File: src/rtl/hawk_axi_wr_arb.sv
// hawk_axi_wr_arb: shares the single hawk_axi_wr_master write port between
// the HAWK write requesters (0 = pgwr_mngr, 1 = ATT writer, 2 = list writer).
// One requester is granted at a time. Its AW and W channels are forwarded
// independently. The write response is routed back before re-arbitration.
// Optional feature macro: HAWK_WRARB_RR_EN selects round-robin arbitration.
// When it is undefined, arbitration is fixed priority and the lowest pending
// index wins.
//
// Handshake rule on every channel: a transfer happens in the cycle where
// valid and ready are both 1. A source holds valid and its payload until
// that cycle. Ready may depend combinationally on valid.

package hawk_axi_wr_pkg;
    localparam int AXI_ADDR_W = 40;
    localparam int AXI_DATA_W = 64;
    localparam int AXI_STRB_W = AXI_DATA_W / 8;

    typedef struct packed {
        logic [AXI_ADDR_W-1:0] addr;
        logic [AXI_DATA_W-1:0] data;
        logic [AXI_STRB_W-1:0] strb;
        logic                  awvalid;
        logic                  wvalid;
    } axi_wr_reqpkt_t;

    typedef struct packed {
        logic awready;
        logic wready;
    } axi_wr_rdypkt_t;

    typedef struct packed {
        logic bresp;
    } axi_wr_resppkt_t;
endpackage

module hawk_axi_wr_arb
    import hawk_axi_wr_pkg::*;
#(
    parameter int NUM_REQ = 3
) (
    input  logic            clk,
    input  logic            rst_n,
    input  axi_wr_reqpkt_t  req_pkt_i  [NUM_REQ],
    output axi_wr_rdypkt_t  req_rdy_o  [NUM_REQ],
    output axi_wr_resppkt_t req_resp_o [NUM_REQ],
    output axi_wr_reqpkt_t  mst_pkt_o,
    input  axi_wr_rdypkt_t  mst_rdy_i,
    input  axi_wr_resppkt_t mst_resp_i,
    output logic [1:0]      gnt_idx_o,
    output logic            busy_o,
    output logic            proto_err_o
);

    typedef enum logic [1:0] {IDLE = 2'd0, XFER = 2'd1, WAIT_B = 2'd2} state_t;

    state_t         state_q, state_d;
    logic [1:0]     gnt_q;
    logic           aw_done, w_done;
    logic           proto_err_q;
    logic [NUM_REQ-1:0] pending;
    logic           any_pend;
    logic [1:0]     win_idx;
    axi_wr_reqpkt_t sel_pkt;
    logic           aw_hs, w_hs, aw_fin, w_fin;

    // Pending vector: a requester wants the port when either channel is valid.
    always_comb begin
        for (int j = 0; j < NUM_REQ; j++) begin
            pending[j] = req_pkt_i[j].awvalid | req_pkt_i[j].wvalid;
        end
        any_pend = |pending;
    end

`ifdef HAWK_WRARB_RR_EN
    logic [1:0] rr_ptr;
    logic [2:0] cand;
    logic       found;

    // Round-robin winner: search upward from the pointer and wrap at NUM_REQ-1.
    always_comb begin
        win_idx = rr_ptr;
        found   = 1'b0;
        cand    = 3'd0;
        for (int k = 0; k < NUM_REQ; k++) begin
            cand = {1'b0, rr_ptr} + 3'(k);
            if (cand >= 3'(NUM_REQ)) begin
                cand = cand - 3'(NUM_REQ);
            end
            for (int j = 0; j < NUM_REQ; j++) begin
                if (!found && cand == 3'(j) && pending[j]) begin
                    found   = 1'b1;
                    win_idx = 2'(j);
                end
            end
        end
    end

    // Pointer moves past the requester whose response was just delivered.
    always_ff @(posedge clk or negedge rst_n) begin
        if (!rst_n) begin
            rr_ptr <= 2'd0;
        end else if (state_q == WAIT_B && mst_resp_i.bresp) begin
            rr_ptr <= (gnt_q == 2'(NUM_REQ - 1)) ? 2'd0 : gnt_q + 2'd1;
        end
    end
`else
    logic found;

    // Fixed priority winner: the lowest pending index wins.
    always_comb begin
        win_idx = 2'd0;
        found   = 1'b0;
        for (int j = 0; j < NUM_REQ; j++) begin
            if (!found && pending[j]) begin
                found   = 1'b1;
                win_idx = 2'(j);
            end
        end
    end
`endif

    // Mux the granted requester's packet, and detect handshakes on the forwarded channels.
    always_comb begin
        sel_pkt = '0;
        for (int j = 0; j < NUM_REQ; j++) begin
            if (gnt_q == 2'(j)) begin
                sel_pkt = req_pkt_i[j];
            end
        end
        aw_hs  = (state_q == XFER) && sel_pkt.awvalid && !aw_done && mst_rdy_i.awready;
        w_hs   = (state_q == XFER) && sel_pkt.wvalid && !w_done && mst_rdy_i.wready;
        aw_fin = aw_done | aw_hs;
        w_fin  = w_done | w_hs;
    end

    // State register.
    always_ff @(posedge clk or negedge rst_n) begin
        if (!rst_n) begin
            state_q <= IDLE;
        end else begin
            state_q <= state_d;
        end
    end

    // Next-state logic.
    always_comb begin
        state_d = state_q;
        case (state_q)
            IDLE:    if (any_pend)          state_d = XFER;
            XFER:    if (aw_fin && w_fin)   state_d = WAIT_B;
            WAIT_B:  if (mst_resp_i.bresp)  state_d = IDLE;
            default:                        state_d = IDLE;
        endcase
    end

    // Grant register, per-channel done flags and sticky protocol error.
    always_ff @(posedge clk or negedge rst_n) begin
        if (!rst_n) begin
            gnt_q       <= 2'd0;
            aw_done     <= 1'b0;
            w_done      <= 1'b0;
            proto_err_q <= 1'b0;
        end else begin
            if (state_q == IDLE && any_pend) begin
                gnt_q   <= win_idx;
                aw_done <= 1'b0;
                w_done  <= 1'b0;
            end else if (state_q == XFER) begin
                if (aw_hs) aw_done <= 1'b1;
                if (w_hs)  w_done  <= 1'b1;
            end
            if (mst_resp_i.bresp && state_q != WAIT_B) begin
                proto_err_q <= 1'b1;
            end
        end
    end

    // Output logic: forward the granted requester and route readies and the response.
    always_comb begin
        mst_pkt_o = '0;
        for (int j = 0; j < NUM_REQ; j++) begin
            req_rdy_o[j]  = '0;
            req_resp_o[j] = '0;
        end
        case (state_q)
            XFER: begin
                mst_pkt_o.addr    = sel_pkt.addr;
                mst_pkt_o.data    = sel_pkt.data;
                mst_pkt_o.strb    = sel_pkt.strb;
                mst_pkt_o.awvalid = sel_pkt.awvalid & ~aw_done;
                mst_pkt_o.wvalid  = sel_pkt.wvalid & ~w_done;
                for (int j = 0; j < NUM_REQ; j++) begin
                    if (gnt_q == 2'(j)) begin
                        req_rdy_o[j].awready = mst_rdy_i.awready & ~aw_done;
                        req_rdy_o[j].wready  = mst_rdy_i.wready & ~w_done;
                    end
                end
            end
            WAIT_B: begin
                for (int j = 0; j < NUM_REQ; j++) begin
                    if (gnt_q == 2'(j)) begin
                        req_resp_o[j].bresp = mst_resp_i.bresp;
                    end
                end
            end
            default: ;
        endcase
    end

    assign gnt_idx_o   = gnt_q;
    assign busy_o      = (state_q != IDLE);
    assign proto_err_o = proto_err_q;

endmodule

File: config.mk
export PLATFORM = sky130hd
export DESIGN_NAME = hawk_axi_wr_arb
export DESIGN_NICKNAME = d
export VERILOG_FILES = /design/src/rtl/hawk_axi_wr_arb.sv
export SDC_FILE = /design/constraint.sdc
export NUM_CORES = 1
export LEC_CHECK = 0
export ABC_CLOCK_PERIOD_IN_PS = 2000
export CELL_PAD_IN_SITES_DETAIL_PLACEMENT = 0
export CELL_PAD_IN_SITES_GLOBAL_PLACEMENT = 1
export CORE_AREA = 2 2 182 184
export CTS_BUF_LIST = sky130_fd_sc_hd__clkbuf_16
export DETAILED_ROUTE_END_ITERATION = 16
export DIE_AREA = 0 0 184 186
export PLACE_DENSITY_LB_ADDON = 0.08
export SLEW_MARGIN = 10
export SYNTH_ARGS = -nofsm -noshare
export SYNTH_HDL_FRONTEND = slang
export SYNTH_SLANG_ARGS = --single-unit
File: constraint.sdc
create_clock -name clk -period 2 [get_ports clk]
set_input_delay 0.4 -clock clk [delete_from_list [all_inputs] [get_ports clk]]
set_output_delay 0.4 -clock clk [all_outputs]
set_load 0.01 [all_outputs]
==> results of run 1 <==
-- per-layer routing --
layer | global-route usage | share of wire
met1 | 0.155 | 0.36
met2 | 0.294 | 0.53
met3 | 0.0522 | 0.10
met4 | 0.0179 | 0.0067
met5 | 0 | 0
-- timing repair --
item,CTS,global route
cloned,10,5
pin swaps,8,43
setup buffers,16,24
endpoints found under the setup margin,124,122
resized for setup,430,133
hold endpoints to repair,0,0
-- flip-flops by register name, summed over array words and instances, names as in the netlist --
signal / flops
state_q: 2
w_done: 1
proto_err_o: 1
gnt_idx_o: 2
aw_done: 1
-- cells by family after synthesis --
group           Yosys count  share of synthesized area
flops                     7                     0.0529
compound gates          127                      0.201
mux                     114                      0.344
buf+inv                  54                     0.0993
simple gates            253                      0.302
-- per-stage QoR --
stage / instance area [µm²] / hold slack, ps / utilization / setup TNS, ps / power [W]
6_report: 9570 / 443 / 0.297 / -10390 / 0.0127
5_1_grt: 9570 / 467 / 0.297 / -20900 / 0.0138
4_1_cts: 9100 / 455 / 0.283 / -15030 / 0.0119
3_5_place_dp: 8920 / 447 / 0.277 / -26390 / 0.0114
3_3_place_gp: 8920 / 438 / 0.277 / -25320 / 0.0115
2_1_floorplan: 3310 / 104 / - / 0 / 0.00541
-- cell type report --
cell class,count,area (µm²)
clock inverters,1,3.75
multi-input cells,494,3110
repair buffers,579,5690
well taps,408,510
flip-flops and latches,7,183
inverters,1,3.75
diodes,1,2.50
fillers,3551,22600
clock buffers,3,75.1
-- worst max path at each step --
stage / to / slack (ps)
after detailed placement: mst_pkt_o[0] / -330
after global routing: mst_pkt_o[4] / -320
after floorplan: mst_pkt_o[100] / 240
final: mst_pkt_o[4] / -220
after CTS: mst_pkt_o[61] / -260
after global placement: mst_pkt_o[1] / -330
-- layout by cell type (no fill, tap or decap), types with 3 or more instances in the layout --
cell / instances
nor2_2: 6
clkdlybuf4s50_1: 352
buf_6: 23
nand2b_1: 3
a21oi_1: 67
dfrtp_1: 5
nor2_1: 226
buf_2: 88
nor3_1: 3
clkbuf_2: 15
nand2_1: 3
clkdlybuf4s15_2: 4
a21oi_2: 46
mux2i_2: 8
buf_12: 24
dlygate4sd2_1: 4
clkbuf_16: 8
buf_8: 4
mux2i_1: 104
buf_16: 9
buf_4: 47
clkdlybuf4s15_1: 3
-- power groups by stage --
stage	clock, W	sequential [W]	combinational (W)
floorplan	0	0.000250	0.00516
global placement	0	0.000309	0.0112
detailed placement	0	0.000313	0.0111
CTS	0.000338	0.000304	0.0113
global route	0.000356	0.000317	0.0131
finish	0.000333	0.000301	0.0120
==> results.yml, run 1 <==
status:
  status: "finished, violations left"
  violations: "negative setup slack"
setup_path:
  required_ps: 1600
  start_kind: "flop"
  cp-end-kind: "output port"
  path_depth: 7
  path_buf_inv: 3
  startpoint: "gnt_idx_o[0]$_DFFE_PN0P_"
  cp.arrival_ps: 1820
  path_cells: "buf_12, buf_12, mux2i_1, nor2_1, a21oi_1, nor2_1, dlygate4sd2_1"
  slowest_stage: "dfrtp_4"
  worst-r2r-setup-slack_ps: 210
  regToRegStartpoint: "gnt_idx_o[1]$_DFFE_PN0P_"
  worstRegToRegCells: 8
  path_max_fanout: 10
  slowest_delay_ps: 540
  timing.rr.end: "aw_done$_DFFE_PN0P_"
  critPathTopFamily: "buffers and inverters"
  critPathKind: "reg2out"
synth:
  syn_avg_cell_area_um2: 5.97
  async_flop_share: 1.00
  syn-num-nets: 902
  synth_area_leaders: "mux2i_1 34%, nor2_1 26%, a21oi_1 17%, dfrtp_1 5.3%, buf_4 3.6%"
  synth_flop_cell: "dfrtp_1"
  ys_ff_latch: 7
  yosysUniqueCellTypes: 29
  synth_area_mm2: 0.00331
  synthTopCellsByCount: "233 x nor2_1, 115 x a21oi_1, 114 x mux2i_1"
  synth-edff-count: 0
  syn-instance-count: 555
  yosysTopAreaCellShare: 0.344
  seq_area_frac_synth: 0.0529
  synth.most_common_cell: "nor2_1"
  ys_warn_count: 0
  synth_top_area_cell: "mux2i_1"
floorplanning:
  fp.dieH_um: 186
  coreArea_mm2: 0.0322
  row_count: 66
  start_util: 0.103
  die_area_mm2: 0.0342
  die_x_um: 184
  io_pins: 474
sta:
  period_needed_ps: 2220
  fmax_mhz: 450
  fin_worst_skew_ps: 1.31
  post-route-period-util: 1.11
  worst_slew_pin_slew_ps: 338
  drv_slew: 0
  worst_slack_ps: -222
  rsz0062_at_grt: "yes"
  finalSetupViolCount: 111
  slew_headroom: 0.774
  hold_viol: 0
routing:
  drt-total-wl_um: 28600
  vias: 5943
  drtIter0Drc: 100
  drc: 0
  viasPerCell: 3.98
  first_pass_iters: 4
  ant_nets: 0
  post_drt_wl_per_cell_um: 19.1
pwr:
  p_leak_nw: 3.94
  intPower_w: 0.00654
  power_frac_comb: 0.950
  swShare: 0.484
  power_switching_w: 0.00613
  p_clk_frac: 0.026
  p_seq_frac: 0.024
  peakVddDrop_mv: 0.426
  powerDensity_mw_per_mm2: 1320
global_routing:
  grt_pass1_vias: 5889
  grt_use_total: 0.149
  grt_first_pass_wirelength_um: 38200
  grt_max_degree: 48
  grt_antenna_before_repair: 2
  grt-ovfl-total: 0
clock_tree:
  cts_root_buf: "clkbuf_16"
  cts_hold_buf: 0
  numCtsBuffers: 3
  cts.sinks: 7
  clk_latency_ps: 230
  cts_tree: "built"
  clk_pin_slew_ps: 40
  clock_path_buffers: 2
  htreeDepth: 1
place:
  numPortBuffers: 473
  gp_congestion: 0.762
  pre_cts_slack_ps: -330
  dpl.hpwl_um: 22000
  place_inst: 1438
flow_run:
  maxCapViolations: 0
final_layout:
  stdcell_count: 1494
  drive_gt1_frac: 0.273
  area.growth.synth_to_final_pct: 189
  nNetsFinal: 1433
worst_hold_path:
  hold_class: "in2async"
Power figures use the tool's default switching activity.
==> inputs of run 2 (changes only) <==
--- a/config.mk
+++ b/config.mk
@@ -17,3 +17,4 @@
 export SYNTH_ARGS = -nofsm -noshare
 export SYNTH_HDL_FRONTEND = slang
 export SYNTH_SLANG_ARGS = --single-unit
+export TNS_END_PERCENT = 5
==> results.yml, run 2 (synthesized netlist as in run 1, its figures left out) <==
sta:
  period_needed_ps: 2210
  slew_headroom: 0.776
  fin_tns_setup_ps: -7920
  rsz0062_at_grt: "yes"
  drv_slew: 0
  fin_worst_skew_ps: 0.995
  holdWs_ps: 442
  fmax_mhz: 452
  post-route-period-util: 1.11
  hold_viol: 0
  worst_slack_ps: -210
  worst_slew_pin_slew_ps: 335
  finalSetupViolCount: 107
pwr:
  intPower_w: 0.00593
  swShare: 0.492
  powerDensity_mw_per_mm2: 1280
  p_leak_nw: 3.86
  p_clk_frac: 0.029
  power_frac_comb: 0.946
  p_seq_frac: 0.026
  power_switching_w: 0.00573
  peakVddDrop_mv: 0.418
setup_path:
  start_kind: "flop"
  worst-r2r-setup-slack_ps: 250
  slowest_delay_ps: 550
  cp.arrival_ps: 1810
  critPathKind: "reg2out"
  regToRegStartpoint: "gnt_idx_o[0]$_DFFE_PN0P_"
  path_cells: "buf_12, buf_12, mux2i_1, nor2_1, a21oi_1, nor2_1, dlygate4sd2_1"
  cp-end-kind: "output port"
  required_ps: 1600
  worstRegToRegCells: 6
  path_max_fanout: 11
  timing.rr.end: "state_q[1]$_DFFE_PN0P_"
  slowest_stage: "dfrtp_4"
final_layout:
  final_core_util: 0.282
  regArea_um2: 183
  mostFrequentLayoutCells: "350 x clkdlybuf4s50_1, 230 x nor2_1, 106 x mux2i_1"
  multiInputGateArea_mm2: 0.00292
  stdcell_count: 1483
  fillCellCount: 3596
  nNetsFinal: 1422
  final_common_cell: "clkdlybuf4s50_1"
  drive_gt1_frac: 0.226
  area.growth.synth_to_final_pct: 174
global_routing:
  met1_usage: 0.153
  met2_usage: 0.283
  grt_pass1_vias: 5802
  use_met3: 0.0526
  grt_use_total: 0.146
  grt_max_degree: 48
  busiest_layer: "met2"
  grt_first_pass_wirelength_um: 37400
  grt-ovfl-total: 0
  grt_antenna_before_repair: 2
routing:
  drtIter0Drc: 104
  drc: 0
  viasPerCell: 3.94
  first_pass_iters: 4
  vias: 5846
  drt-total-wl_um: 27700
  ant_nets: 0
  post_drt_wl_per_cell_um: 18.7
clock_tree:
  clk_latency_ps: 230
  cts_hold_buf: 0
  cts_root_buf: "clkbuf_16"
  clock_path_buffers: 2
  cts.sinks: 7
  clk_pin_slew_ps: 40
  htreeDepth: 1
  cts_tree: "built"
  numCtsBuffers: 3
floorplanning:
  fp.dieH_um: 186
  io_pins: 474
  start_util: 0.103
  die_x_um: 184
  coreArea_mm2: 0.0322
  row_count: 66
  die_area_mm2: 0.0342
status:
  status: "finished, violations left"
  violations: "negative setup slack"
place:
  gp_congestion: 0.762
  dpl.hpwl_um: 22000
  numPortBuffers: 473
  place_inst: 1438
worst_hold_path:
  hold_class: "in2async"
flow_run:
  maxCapViolations: 0
[run 2: worst max path at each step]
stage | startpoint | end | slack, ps | cells past startpoint
finish | gnt_idx_o[0]$_DFFE_PN0P_ | mst_pkt_o[18] | -210 | 7
global route | gnt_idx_o[0]$_DFFE_PN0P_ | mst_pkt_o[76] | -280 | 8
CTS | gnt_idx_o[0]$_DFFE_PN0P_ | mst_pkt_o[4] | -260 | 7
detailed placement | req_pkt_i[114] | mst_pkt_o[0] | -330 | 6
global placement | req_pkt_i[115] | mst_pkt_o[1] | -330 | 5
floorplan | gnt_idx_o[0]$_DFFE_PN0P_ | mst_pkt_o[100] | 240 | 7
[run 2: timing repair]
| action | CTS | global route |
|---|---|---|
| setup buffers | 8 | 24 |
| pin swaps | 3 | 11 |
| endpoints found under the hold margin | 0 | 0 |
| resized for setup | 463 | 54 |
| cloned | 5 | 3 |
| endpoints found under the setup margin | 124 | 123 |
[run 2: critical path: cells and delay by family, from the launching register on]
family / cells / cell delay (ps)
muxes: 1 / 200
and+or+nand+nor: 2 / 120
AOI/OAI and AO/OA: 1 / 120
DFF: 1 / 550
buffers and inverters: 3 / 600
[run 2: metal layers]
metal | up-vias | routed length [µm]
li1 | 2931 | -
met2 | 288 | 14500
met4 | 0 | 276
met1 | 2613 | 10100
met3 | 14 | 2820
met5 | - | 0
[run 2: cell type report]
| cell class | count | area share |
|---|---|---|
| repair buffers | 568 | 0.594 |
| multi-input cells | 494 | 0.321 |
| well taps | 408 | 0.0562 |
| flip-flops and latches | 7 | 0.0201 |
| clock buffers | 3 | 0.00826 |
| clock inverters | 1 | 0.000413 |
| inverters | 1 | 0.000413 |
| diodes | 1 | 0.000275 |
[run 2: metrics by stage]
stage / setup WS (ps) / area [µm²] / power (W)
detailed placement: -330 / 8920 / 0.0114
CTS: -258 / 8780 / 0.0113
floorplan: 244 / 3310 / 0.00541
global placement: -327 / 8920 / 0.0115
finish: -210 / 9090 / 0.0117
global route: -283 / 9090 / 0.0127
[run 2: power by group through the flow]
stage	Combinational (W)	Clock, W	Sequential [W]
floorplan	0.00516	0	0.000250
global placement	0.0112	0	0.000309
detailed placement	0.0111	0	0.000313
CTS	0.0106	0.000338	0.000309
global route	0.0120	0.000356	0.000315
finish	0.0110	0.000333	0.000302
